`src/rtl/fft_addr_gen.sv`:
```
// Butterfly address and sequencing counters that sit under the FFT MCU.
// Optional: define FFT_PERF_CNT_EN to add the cycle_count[15:0] output.
module fft_addr_gen #(
    parameter int N_LOG2  = 3,
    parameter int ADDR_W  = 8,
    parameter int TW_BASE = 16
) (
    input  logic              clk,
    input  logic              n_rst,
    input  logic              fft_start,
    input  logic [1:0]        addr_mode,
    input  logic              shift_in_ena,
    input  logic              sram_write_ena,
    input  logic              k_ena,
    input  logic              k_clear,
    input  logic              iteration_ena,
    output logic [ADDR_W-1:0] sram_addr,
    output logic [2:0]        samples_loaded_count,
    output logic              samples_loaded_done,
    output logic              samples_in_done,
    output logic              samples_written_done,
    output logic              samples_out_done,
    output logic              iteration_done,
    output logic              fft_done
`ifdef FFT_PERF_CNT_EN
    ,
    output logic [15:0]       cycle_count
`endif
);

    localparam int B_W  = (N_LOG2 > 1) ? N_LOG2 - 1 : 1;
    localparam int S_W  = (N_LOG2 > 1) ? $clog2(N_LOG2) : 1;
    localparam int HALF = 2 ** (N_LOG2 - 1);

    localparam logic [B_W-1:0]    B_LAST = B_W'(HALF - 1);
    localparam logic [S_W-1:0]    S_LAST = S_W'(N_LOG2 - 1);
    localparam logic [ADDR_W-1:0] A_ONE  = ADDR_W'(1);
    localparam logic [ADDR_W-1:0] A_TW   = ADDR_W'(TW_BASE);

    logic [B_W-1:0] b_q, b_d;
    logic [S_W-1:0] s_q, s_d;
    logic [2:0]     ld_q, ld_d;
    logic [1:0]     wr_q, wr_d;
    logic [B_W-1:0] k_q, k_d;
    logic           in_done_q, in_done_d;
    logic           out_done_q, out_done_d;
    logic           it_done_q, it_done_d;
    logic           fft_done_q, fft_done_d;

    logic [ADDR_W-1:0] b_x;
    logic [ADDR_W-1:0] span;
    logic [ADDR_W-1:0] pos;
    logic [ADDR_W-1:0] top;
    logic [ADDR_W-1:0] bot;
    logic [ADDR_W-1:0] top2;
    logic [ADDR_W-1:0] bot2;
    logic [ADDR_W-1:0] tw;
    logic [S_W:0]      s_p1;
    logic [S_W-1:0]    k_sh;
    logic [B_W-1:0]    k_calc;
    logic              iter;

    // Butterfly geometry for the current stage/index.
    always_comb begin
        b_x    = ADDR_W'(b_q);
        span   = A_ONE << s_q;
        pos    = b_x & (span - A_ONE);
        s_p1   = {1'b0, s_q} + 1'b1;
        top    = ((b_x >> s_q) << s_p1) | pos;
        bot    = top + span;
        top2   = top << 1;
        bot2   = bot << 1;
        k_sh   = S_LAST - s_q;
        k_calc = B_W'(pos << k_sh);
        tw     = A_TW + (ADDR_W'(k_q) << 1);
    end

    always_comb begin
        sram_addr = '0;
        case (addr_mode)
            2'b01: begin
                case (ld_q)
                    3'd0:    sram_addr = top2;
                    3'd1:    sram_addr = top2 | A_ONE;
                    3'd2:    sram_addr = bot2;
                    3'd3:    sram_addr = bot2 | A_ONE;
                    default: sram_addr = '0;
                endcase
            end
            2'b10: begin
                sram_addr = (ld_q == 3'd5) ? (tw | A_ONE) : tw;
            end
            2'b11: begin
                case (wr_q)
                    2'd0:    sram_addr = top2;
                    2'd1:    sram_addr = top2 | A_ONE;
                    2'd2:    sram_addr = bot2;
                    default: sram_addr = bot2 | A_ONE;
                endcase
            end
            default: sram_addr = '0;
        endcase
    end

    assign iter = iteration_ena & ~fft_done_q;

    always_comb begin
        b_d        = b_q;
        s_d        = s_q;
        ld_d       = ld_q;
        wr_d       = wr_q;
        k_d        = k_q;
        in_done_d  = in_done_q;
        out_done_d = out_done_q;
        it_done_d  = 1'b0;
        fft_done_d = fft_done_q;

        if (k_clear) begin
            k_d = '0;
        end else if (k_ena) begin
            k_d = k_calc;
        end

        // A butterfly advance discards any load/write strobe in the same cycle.
        if (iter) begin
            ld_d       = '0;
            wr_d       = '0;
            in_done_d  = 1'b0;
            out_done_d = 1'b0;
            if (b_q != B_LAST) begin
                b_d = b_q + 1'b1;
            end else begin
                b_d = '0;
                if (s_q != S_LAST) begin
                    s_d       = s_q + 1'b1;
                    it_done_d = 1'b1;
                end else begin
                    fft_done_d = 1'b1;
                end
            end
        end else begin
            if (shift_in_ena) begin
                if (ld_q == 3'd5) begin
                    ld_d      = '0;
                    in_done_d = 1'b1;
                end else begin
                    ld_d = ld_q + 1'b1;
                end
            end
            if (sram_write_ena) begin
                if (wr_q == 2'd3) begin
                    wr_d       = '0;
                    out_done_d = 1'b1;
                end else begin
                    wr_d = wr_q + 1'b1;
                end
            end
        end

        if (fft_start) begin
            b_d        = '0;
            s_d        = '0;
            ld_d       = '0;
            wr_d       = '0;
            k_d        = '0;
            in_done_d  = 1'b0;
            out_done_d = 1'b0;
            it_done_d  = 1'b0;
            fft_done_d = 1'b0;
        end
    end

    always_ff @(posedge clk) begin
        if (!n_rst) begin
            b_q        <= '0;
            s_q        <= '0;
            ld_q       <= '0;
            wr_q       <= '0;
            k_q        <= '0;
            in_done_q  <= 1'b0;
            out_done_q <= 1'b0;
            it_done_q  <= 1'b0;
            fft_done_q <= 1'b0;
        end else begin
            b_q        <= b_d;
            s_q        <= s_d;
            ld_q       <= ld_d;
            wr_q       <= wr_d;
            k_q        <= k_d;
            in_done_q  <= in_done_d;
            out_done_q <= out_done_d;
            it_done_q  <= it_done_d;
            fft_done_q <= fft_done_d;
        end
    end

    assign samples_loaded_count = ld_q;
    assign samples_loaded_done  = (ld_q == 3'd5);
    assign samples_in_done      = in_done_q;
    assign samples_written_done = (wr_q == 2'd3);
    assign samples_out_done     = out_done_q;
    assign iteration_done       = it_done_q;
    assign fft_done             = fft_done_q;

`ifdef FFT_PERF_CNT_EN
    logic        started_q, started_d;
    logic [15:0] cnt_q, cnt_d;

    // Counting starts only after an explicit fft_start, never out of reset.
    always_comb begin
        started_d = started_q;
        cnt_d     = cnt_q;
        if (started_q && !fft_done_q && cnt_q != 16'hFFFF) begin
            cnt_d = cnt_q + 16'd1;
        end
        if (fft_start) begin
            started_d = 1'b1;
            cnt_d     = '0;
        end
    end

    always_ff @(posedge clk) begin
        if (!n_rst) begin
            started_q <= 1'b0;
            cnt_q     <= '0;
        end else begin
            started_q <= started_d;
            cnt_q     <= cnt_d;
        end
    end

    assign cycle_count = cnt_q;
`endif

endmodule
```
`config.mk`:
```
export PLATFORM = sky130hd
export DESIGN_NAME = fft_addr_gen
export DESIGN_NICKNAME = d
export VERILOG_FILES = /design/src/rtl/fft_addr_gen.sv
export SDC_FILE = /design/constraint.sdc
export NUM_CORES = 1
export LEC_CHECK = 0
export CAP_MARGIN = 25
export CORE_MARGIN = 1
export CORE_UTILIZATION = 45
export DETAILED_ROUTE_END_ITERATION = 10
export PLACE_DENSITY_LB_ADDON = 0.2
export SYNTH_ARGS = -nofsm -noshare
export SYNTH_HDL_FRONTEND = slang
export SYNTH_SLANG_ARGS = --single-unit
```
`constraint.sdc`:
```
create_clock -name clk -period 3.3 [get_ports clk]
set_input_delay 0.66 -clock clk [delete_from_list [all_inputs] [get_ports clk]]
set_output_delay 0.66 -clock clk [all_outputs]
set_load 0.02 [all_outputs]
```
Word-level counts from Yosys, hierarchy flattened
Cells that the tools add are included.

cells by class
  bitwise operators = 8
  mux-type cells = 8
  equality and inequality tests = 12
  reductions and logical operators = 10
  add/sub/neg operators = 9
  shift-type cells = 4

operators with widths
  cell                 number
  $pmux 8 s3           2
  $pmux 8 s4           1
  $and 2x8->8          1
  $eq 2x2->1 const B   4
  $shl 1x2->8 const A  1
  $shl 8x2->2          1
  $shl 8x3->7          1
  $shr 2x2->8          1
  $sub 8x1->8 const B  1
  $add 7x7->7          1
  $or 7x7->7           1
  $add 2x1->2 const B  3
  $add 5x3->6 const A  1
  $eq 3x2->1 const B   2
  $reduce_and 3->1     2
  $reduce_or 3->1      2
  $not 1->1            5
  $eq 2x1->1 const B   2
  $mux 2               2
  $ne 2x2->1 const B   2
  $reduce_and 2->1     2
  $reduce_or 4->1      1
  $add 2x1->3 const B  1
  $add 3x1->3 const B  1
  9 further kinds      10

storage, ports and cells
  output and inout bits = 17
  register bits = 15

Longest topological paths before layout
Gate-level depths: netlist of run 1.

  depth in word-level cells = 7
  depth in mapped cells = 12
  gate-level depth less buffers = 10

Worst setup path before layout of run 1
No wires, ideal clock.

  path type = register to output
  from = register s_q[0]
  to = output sram_addr[5]
  setup slack = -29 ps
  cell stages (with the launch flop) = 13
  data arrival time = 2,669 ps
  path buffers = 2
  data required time = 2,640 ps
  cells stage by stage = dfxtp_1 > buf_2 > inv_1 > ha_1 > buf_2 > nor2_1 > a31o_2 > ha_1 > fa_1 > a21o_1 > nand2_1 > a21oi_2 > o22ai_1

on the way
  elaborated cells between the ends (all ways) = 11
  classes of those cells = add/sub (3); shift (3); mux (3); bitwise (2)

RTL lines
  what                                             RTL line  source
  start, declared                                  41        logic [S_W-1:0] s_q, s_d;
  start signal, assigned                           176       s_q <= '0;
  start signal, assigned                           186       s_q <= s_d;
  $add 2x1->3 *                                    68        s_p1 = {1'b0, s_q} + 1'b1;
  net s_p1[0]                                      58        logic [S_W:0] s_p1;
  $shl 8x3->7 *                                    69        top = ((b_x >> s_q) << s_p1) | pos;
  $or 7x7->7 *                                     69
  $add 7x7->7                                      70        bot = top + span;
  $pmux 8 s4 / $pmux 8 s3 (equally long branches)  82, 94
  $pmux 8 s3 *                                     80        case (addr_mode)
  end, declared                                    17        output logic [ADDR_W-1:0] sram_addr,

Mark *: on every way through the listed nets, which the timed path passes. The rest lies on a longest branch.

Final worst setup path of run 1
  from = register s_q[1]
  to = output sram_addr[3]

Same word-level chain as after synthesis.

==> reports/qor.yml, run 1 <==
sta:
  grt_setup_unrepaired: "true"
  final.setup.worst_slack_ns: 0.116
  fin_skew_ns: 0.00135
  holdWs_ns: 0.477
  post-route-min-period_ns: 3.18
  setup_viol: 0
  hold_violations: 0
  fin_crit_sh_pct: 96.5
  worst_pin_slew_ns: 0.432
  max_freq_ghz: 0.314
  slew_viol_final: 0
  relSlewSlack_pct: 70.9
yosys:
  syn_nets: 164
  synthFlopType: "dfxtp_1"
  synthArstFlopShare_pct: 0
  yosysUniqueCellTypes: 45
  syn_area_mm2: 0.00120
  synth-edff-count: 0
  synth.yosys.seq_area_share_pct: 25.1
  syn_inst: 139
  yosys_warnings: 0
  syn_area_per_cell_um2: 8.61
  synth_seq_cells: 15
clocking:
  clk_pin_slew_ns: 0.08
  cts-buffers-inserted: 3
  clockBufferDepth: 2
  clk_latency_ns: 0.28
  clk_root_buffer_cell: "clkbuf_4"
  htreeDepth: 1
  holdBufCountCts: 0
  cts_sinks: 15
  cts_tree: "built"
global_route:
  grt_pass1_vias: 1039
  grt_max_degree: 10
  antenna_found_initial: 0
  track_usage_pct: 22.1
  grt_pass1_wl_mm: 4.63
  grt_overflow_total: 0
pwr:
  swShare_pct: 24.7
  switching_power_uw: 86.2
  p_leak_uw: 0.000757
  p_total_uw: 349
  pwr-share-clk_pct: 29.3
  p_int_uw: 262
  vdd_ir_drop_max_mv: 0.226
  power_frac_comb_pct: 17.6
  pwr-share-seq_pct: 53.1
  pwr_density_cell_mw_per_mm2: 206
setup_path:
  cp-start-kind: "register"
  path_cells: "inv_1, ha_1, buf_4, xnor2_1, and2_1, nor2b_4, ha_1, buf_4, xor2_1, a22o_1, buf_2"
  worst-path-buf-inv: 4
  critPathRequiredTime_ns: 2.64
  cp_top_family: "adder cells"
  worst_path_largest_cell_delay_ns: 0.33
  endpoint_kind: "primary output"
  crit_slowest_cell: "dfxtp_2"
  worstSetupPathType: "register to primary output"
  crit_arrival_ns: 2.52
  crit_fanout: 8
route:
  via_count: 1192
  dr.pass1.iters: 4
  routed_wl_mm: 2.92
  detail_route.wl_per_cell_um: 13.4
  drt_iter0_drc: 24
  drc: 0
  ant_nets: 0
  viasPerCell: 5.47
finish:
  fin_nets: 214
  layout_commonest_cell: "buf_4"
  fill_cells: 212
  final_cell_mix: "buf_4 (22), clkdlybuf4s50_1 (20), nor2_1 (18)"
  area_delta_synth_final_pct: 41.3
  drive_gt1_share_pct: 22.9
  n_antenna_cell: 0
job:
  maxCapViolations: 0
placed_design:
  port_buffers: 26
  place_congestion: 0.850
  dp_hpwl_mm: 2.33
  pre_cts_slack_ns: -0.103
floorplan:
  die_h_um: 53.6
  die_x_um: 53.6
  num_rows: 18
  die_area_mm2: 0.00287
  io_pins: 27
  initial_utilization_pct: 47.9
  core-area_mm2: 0.00250
run_status:
  status: "finished, final reports clean"
worst_hold_path:
  min_path_type: "register to register"
==> final timing paths <==
| kind | startpoint | endpoint | slack [ns] | cells past startpoint |
|---|---|---|---|---|
| worst max-delay path | s_q[1] | sram_addr[3] | 0.12 | 11 |
| worst min register to register | samples_in_done | samples_in_done | 0.48 | 2 |
| worst min-delay path | samples_in_done | samples_in_done | 0.48 | 2 |
| worst max register to register | s_q[0] | s_q[1] | 1.77 | 6 |
==> registers in the layout (all words and copies together), names as in the netlist <==
register              cells
iteration_done            1
wr_q                      2
fft_done                  1
k_q                       2
s_q                       2
samples_out_done          1
samples_loaded_count      3
samples_in_done           1
b_q                       2
==> Yosys cell counts (3+ instances only) <==
library cell,number,share of area (%)
o21ai_1,3,1.3
a21oi_1,5,2.1
o21ai_0,3,1.3
xnor2_1,4,2.9
ha_1,14,15
nand2b_1,4,2.1
nor3_1,4,1.7
mux2i_1,5,4.2
dfxtp_1,15,25
nor2b_1,7,3.7
nand2_1,12,3.8
nor2_1,18,5.6
inv_1,5,1.6
==> cell families (layout without fill, tap and decap cells) <==
kind of cell               count (synthesis)  after routing  synth area share (%)
AOI/OAI and AO/OA                         30             30                  19.7
xor gates and xnor gates                   5              5                  3.66
adders and majority gates                 15             15                  16.3
buffers and inverters                      8             57                  2.72
DFF                                       15             15                  25.1
muxes                                      5              5                  4.18
and+or+nand+nor                           61             61                  28.3
==> cell type report <==
class	instances	area, µm²	area share (%)
repair buffers	48	420	24.9
clock buffers	4	26.3	1.55
multi-input cells	116	887	52.4
inverters	5	18.8	1.11
well taps	30	37.5	2.22
flip-flops and latches	15	302	17.8
==> power by group through the flow <==
stage                     logic, µW  clock network, µW  registers [µW]
after floorplan                28.9                  0             189
after global placement         56.3                  0             189
after detailed placement       57.9                  0             189
after CTS                      57.8                104             185
after global routing           66.7                111             186
final                          61.3                102             185
==> metal layers <==
metal / GRT usage [%] / routed length, µm / vias to the layer above
met1: 26.7 / 1340 / 563
li1: - / - / 590
met4: 7.89 / 49 / 0
met3: 0.847 / 70 / 6
met2: 41.0 / 1460 / 33
met5: 0 / 0 / -
==> metrics by stage <==
stage / utilization [%] / area (µm²) / setup TNS [ns] / std cells
after floorplan: - / 1200 / 0 / 139
after global placement: 65.2 / 1630 / -0.0157 / 211
after detailed placement: 65.2 / 1630 / -0.183 / 211
after CTS: 65.7 / 1640 / 0 / 215
after global routing: 67.7 / 1690 / -0.0318 / 218
final: 67.7 / 1690 / 0 / 218
==> worst reg2reg max path: stages (launching register included) <==
cell and delay [ns]:
dfxtp_1 0.33, inv_1 0.05, buf_4 0.14, ha_1 0.24
nor3_1 0.37, mux2i_1 0.23, nor2_1 0.05
==> repair_timing <==
action | in CTS | in global routing
buffers inserted | 0 | 3
endpoints found under the setup margin | 4 | 5
gates resized for setup | 14 | 9
pin swaps | 0 | 3
No activity file was read; power rests on OpenSTA's default activity.
==> run 2, diff against run 1 <==
==> constraint.sdc (replaced) <==
create_clock -name clk -period 3.3 [get_ports clk]
set_input_delay 0.66 -clock clk [delete_from_list [all_inputs] [get_ports clk]]
set_output_delay 0.66 -clock clk [all_outputs]
set_load 0.01 [all_outputs]
==> run 2 against run 1 <==
Effect of this change: cell area is 2.1% lower; global-route usage shrank 1.6 points; critical endpoint is now sram_addr[5]; sequential share of layout area up 0.45 points; sequential power about the same.
==> reports/qor.yml, run 2 (synthesis results as in run 1) <==
sta:
  max_freq_ghz: 0.314  # about the same
  fin_skew_ns: 0.000493  # was 0.00135 ns
  worst_pin_slew_ns: 0.423  # was 0.432 ns
  holdWs_ns: 0.480  # was 0.477 ns
  fin_crit_sh_pct: 96.5  # about the same
  relSlewSlack_pct: 71.5  # was 70.9%
  hold_violations: 0  # unchanged
  grt_setup_unrepaired: "false"  # was true
  post-route-min-period_ns: 3.18  # about the same
  setup_viol: 0  # unchanged
  slew_viol_final: 0  # unchanged
pwr:
  pwr_density_cell_mw_per_mm2: 207  # was 206 mW/mm²
  vdd_ir_drop_max_mv: 0.249  # was 0.226 mV
  p_total_uw: 343  # was 349 µW
  p_leak_uw: 0.000696  # was 0.000757 µW
clocking:
  cts-buffers-inserted: 3  # unchanged
  clk_pin_slew_ns: 0.08  # about the same
  clk_root_buffer_cell: "clkbuf_4"  # unchanged
  clk_latency_ns: 0.27  # was 0.28 ns
  cts_sinks: 15  # unchanged
  clockBufferDepth: 2  # unchanged
  cts_tree: "built"  # unchanged
  htreeDepth: 1  # unchanged
setup_path:
  worst_path_largest_cell_delay_ns: 0.38  # was 0.33 ns
  r2r_start: "s_q[0]"  # unchanged
  cp-start-kind: "register"  # unchanged
  crit_start: "s_q[0]"  # was s_q[1]
  worstSetupPathType: "register to primary output"  # unchanged
  critPathRequiredTime_ns: 2.64  # about the same
  worst-path-buf-inv: 2  # was 4
  crit_arrival_ns: 2.52  # about the same
  crit_fanout: 10  # was 8
  crit_slowest_cell: "fa_2"  # was dfxtp_2
  cp_top_family: "adder cells"  # unchanged
  path_cells: "buf_6, ha_2, nor2_1, a31o_2, ha_1, fa_2, a21o_1, nand2_1, a21oi_2, o22ai_1, clkbuf_2"  # was inv_1, ha_1, buf_4, xnor2_1, and2_1, nor2b_4, ha_1, buf_4, xor2_1, a22o_1, buf_2
  endpoint_kind: "primary output"  # unchanged
worst_hold_path:
  min_path_type: "register to register"  # unchanged
  min-delay-start: "samples_in_done"  # unchanged
floorplan:
  die_h_um: 53.6  # unchanged
  io_pins: 27  # unchanged
  num_rows: 18  # unchanged
  core-area_mm2: 0.00250  # unchanged
  initial_utilization_pct: 47.9  # unchanged
  die_area_mm2: 0.00287  # unchanged
  die_x_um: 53.6  # unchanged
route:
  routed_wl_mm: 2.70  # was 2.92 mm
  drc: 0  # unchanged
  drt_iter0_drc: 13  # was 24
  ant_nets: 0  # unchanged
  detail_route.wl_per_cell_um: 12.9  # was 13.4 µm
  viasPerCell: 5.27  # was 5.47
  dr.pass1.iters: 4  # unchanged
  via_count: 1107  # was 1192
finish:
  fin_nets: 206  # was 214
  area_delta_synth_final_pct: 38.3  # was 41.3%
  largest_reg_flops: 3  # unchanged
  layout_commonest_cell: "clkdlybuf4s50_1"  # was buf_4
  drive_gt1_share_pct: 21.7  # was 22.9%
  n_antenna_cell: 0  # unchanged
  final_cell_mix: "clkdlybuf4s50_1 (21), nor2_1 (18), dfxtp_1 (13)"  # was buf_4 (22), clkdlybuf4s50_1 (20), nor2_1 (18)
placed_design:
  place_congestion: 0.877  # was 0.850
  dp_hpwl_mm: 2.13  # was 2.33 mm
  port_buffers: 26  # unchanged
global_route:
  grt_max_degree: 11  # was 10
  track_usage_pct: 20.4  # was 22.1%
  grt_overflow_total: 0  # unchanged
  grt_pass1_vias: 995  # was 1039
  grt_pass1_wl_mm: 4.31  # was 4.63 mm
  antenna_found_initial: 0  # unchanged
run_status:
  status: "finished, final reports clean"  # unchanged
job:
  maxCapViolations: 0  # unchanged
-- run 2: layer usage --
layer | GRT usage (%) | wire length [µm]
met5 | 0 | 0
met4 | 7.89 | 30
met3 | 1.13 | 67
met2 | 35.4 | 1310
met1 | 26.4 | 1300
-- run 2: metrics by stage --
stage	instance area [µm²]	setup slack [ns]	instances	setup TNS, ns	utilization (%)
floorplan	1200	0.107	139	0	-
detailed placement	1560	-0.0656	203	-0.0656	62.6
global placement	1560	0.0459	203	0	62.6
global route	1660	0.0215	210	0	66.3
CTS	1600	0.00248	207	0	64.0
finish	1660	0.116	210	0	66.3
-- run 2: what timing repair did --
item | 4_1_cts | 5_1_grt
endpoints found under the setup margin | 4 | 4
buffers inserted | 0 | 3
pin swaps | 0 | 2
hold buffers | 0 | 0
resized for setup | 11 | 13
-- run 2: layout make-up --
class | count | area, µm²
tap | 30 | 37.5
multi-input combinational | 116 | 907
clock buffer | 4 | 26.3
fill | 224 | 843
inverter | 5 | 18.8
timing repair buffer | 40 | 364
sequential | 15 | 303
-- run 2: worst paths after layout --
| kind | cells after the start | end | slack, ns |
|---|---|---|---|
| worst max-delay path | 11 | sram_addr[5] | 0.12 |
| worst min-delay path | 2 | samples_in_done | 0.48 |
| worst max register to register | 6 | s_q[1] | 1.74 |
| worst min register to register | 2 | samples_in_done | 0.48 |
-- run 2: worst reg2reg max path, cell delays in order (launching register included) --
cell,delay (ns)
dfxtp_2,0.35
inv_2,0.05
buf_4,0.14
ha_1,0.24
nor3_1,0.38
mux2i_1,0.23
nor2_1,0.05
-- run 2: power by group --
group | internal (µW) | switching [µW]
Combinational | 32.4 | 25.1
Clock | 46.8 | 54.1
Sequential | 182 | 2.66
Total | 262 | 81.9
==> run 3, diff against run 2 <==
--- a/config.mk
+++ b/config.mk
@@ -10,6 +10,7 @@
 export CORE_UTILIZATION = 45
 export DETAILED_ROUTE_END_ITERATION = 10
 export PLACE_DENSITY_LB_ADDON = 0.2
+export RECOVER_POWER = 25
 export SYNTH_ARGS = -nofsm -noshare
 export SYNTH_HDL_FRONTEND = slang
 export SYNTH_SLANG_ARGS = --single-unit
==> run 3 against run 2 <==
Effect of this change: first-iteration DRC count stayed put; maximum frequency stayed put; flip-flop and latch count stayed put; register-to-register slack barely moved; critical path type unchanged; largest power group unchanged.
==> reports/qor.yml, run 3 (synthesis results as in run 1) <==
sta:
  relSlewSlack_pct: 71.5  # unchanged
  post-route-min-period_ns: 3.18  # unchanged
  holdWs_ns: 0.480  # unchanged
  hold_violations: 0  # unchanged
  max_freq_ghz: 0.314  # unchanged
  final.setup.worst_slack_ns: 0.116  # unchanged
  setup_viol: 0  # unchanged
  fin_crit_sh_pct: 96.5  # unchanged
  grt_setup_unrepaired: "false"  # unchanged
  slew_viol_final: 0  # unchanged
  fin_skew_ns: 0.000493  # unchanged
  worst_pin_slew_ns: 0.423  # unchanged
global_route:
  grt_pass1_vias: 995  # unchanged
  grtUsageMet3_pct: 1.13  # unchanged
  grt_pass1_wl_mm: 4.31  # unchanged
  track_usage_pct: 20.4  # unchanged
  gr-max-usage-layer: "met2"  # unchanged
  met1_usage_pct: 26.4  # unchanged
  grt_max_degree: 11  # unchanged
  antenna_found_initial: 0  # unchanged
  grt_util_met2_pct: 35.4  # unchanged
  grt_overflow_total: 0  # unchanged
pwr:
  p_leak_uw: 0.000697  # was 0.000696 µW
  pwr_density_cell_mw_per_mm2: 207  # about the same
  vdd_ir_drop_max_mv: 0.249  # about the same
setup_path:
  critPathRequiredTime_ns: 2.64  # about the same
  cp-start-kind: "register"  # unchanged
  worstSetupPathType: "register to primary output"  # unchanged
  endpoint_kind: "primary output"  # unchanged
  crit_arrival_ns: 2.52  # about the same
  crit_fanout: 10  # unchanged
clocking:
  clockBufferDepth: 2  # unchanged
  clk_latency_ns: 0.27  # about the same
  cts-buffers-inserted: 3  # unchanged
  htreeDepth: 1  # unchanged
  clk_pin_slew_ns: 0.08  # about the same
  clk_root_buffer_cell: "clkbuf_4"  # unchanged
  cts_sinks: 15  # unchanged
  cts_tree: "built"  # unchanged
  holdBufCountCts: 0  # unchanged
placed_design:
  pre_cts_slack_ns: -0.0656  # unchanged
  port_buffers: 26  # unchanged
  dpl-instance-area_mm2: 0.00156  # unchanged
  dp_hpwl_mm: 2.13  # unchanged
  place_congestion: 0.877  # unchanged
route:
  viasPerCell: 5.27  # unchanged
  routed_wl_mm: 2.70  # unchanged
  dr.pass1.iters: 4  # unchanged
  ant_nets: 0  # unchanged
  via_count: 1107  # unchanged
  drt_iter0_drc: 13  # unchanged
  detail_route.wl_per_cell_um: 12.9  # unchanged
  drc: 0  # unchanged
finish:
  layout_commonest_cell: "clkdlybuf4s50_1"  # unchanged
  final_cell_area_mm2: 0.00166  # unchanged
  fin_nets: 206  # unchanged
  final_cell_mix: "clkdlybuf4s50_1 (19), nor2_1 (18), dfxtp_1 (13)"  # was clkdlybuf4s50_1 (21), nor2_1 (18), dfxtp_1 (13)
  n_antenna_cell: 0  # unchanged
  drive_gt1_share_pct: 21.7  # unchanged
  largest_reg_flops: 3  # unchanged
  area_delta_synth_final_pct: 38.3  # unchanged
floorplan:
  initial_utilization_pct: 47.9  # unchanged
  core-area_mm2: 0.00250  # unchanged
  io_pins: 27  # unchanged
  num_rows: 18  # unchanged
  die_area_mm2: 0.00287  # unchanged
  die_h_um: 53.6  # unchanged
  die_x_um: 53.6  # unchanged
job:
  maxCapViolations: 0  # unchanged
run_status:
  status: "finished, final reports clean"  # unchanged
worst_hold_path:
  min_path_type: "register to register"  # unchanged
## run 3: cell types whose count changed in the layout (fill, tap and decap cells not counted)
cell,change
clkdlybuf4s50_1,-2
dlygate4sd3_1,+2
## run 3: routing by layer
layer	share of wire [%]	routed length, µm
met1	48	1300
met2	48	1310
met3	2.5	67
met4	1.1	30
met5	0	0
## run 3: worst paths after layout
kind,from,end,slack (ns),depth (start not counted)
min,samples_in_done,samples_in_done,0.48,2
min reg2reg,samples_in_done,samples_in_done,0.48,2
max,s_q[0],sram_addr[5],0.12,11
max reg2reg,s_q[0],s_q[1],1.74,6
## run 3: layout make-up
type	instances	area [µm²]
multi-input cells	116	907
fillers	224	843
repair buffers	40	364
flip-flops and latches	15	303
well taps	30	37.5
clock buffers	4	26.3
inverters	5	18.8
## run 3: power breakdown
part | switching (µW) | total (µW) | internal, µW
clock | 54.1 | 101 | 46.8
combinational | 25.1 | 57.0 | 31.9
sequential | 2.66 | 185 | 182
total | 81.9 | 343 | 261
## run 3: worst max-delay path, stage by stage (launching register included)
cell,delay [ns]
dfxtp_2,0.35
buf_6,0.15
ha_2,0.19
nor2_1,0.06
a31o_2,0.26
ha_1,0.22
fa_2,0.38
a21o_1,0.19
nand2_1,0.10
a21oi_2,0.06
o22ai_1,0.14
clkbuf_2,0.15
## run 3: per-stage QoR
stage	utilization, %	TNS [ns]	std cells	power (µW)
5_1_grt	66.3	0	210	362
6_report	66.3	0	210	343
4_1_cts	64.0	0	207	347
3_5_place_dp	62.6	-0.0656	203	243
3_3_place_gp	62.6	0	203	241
2_1_floorplan	-	0	139	216
## run 3: what timing repair did
action	in CTS	in global routing
resized for setup	11	13
pin swaps	0	2
setup buffers	0	3
setup endpoints to repair	4	4
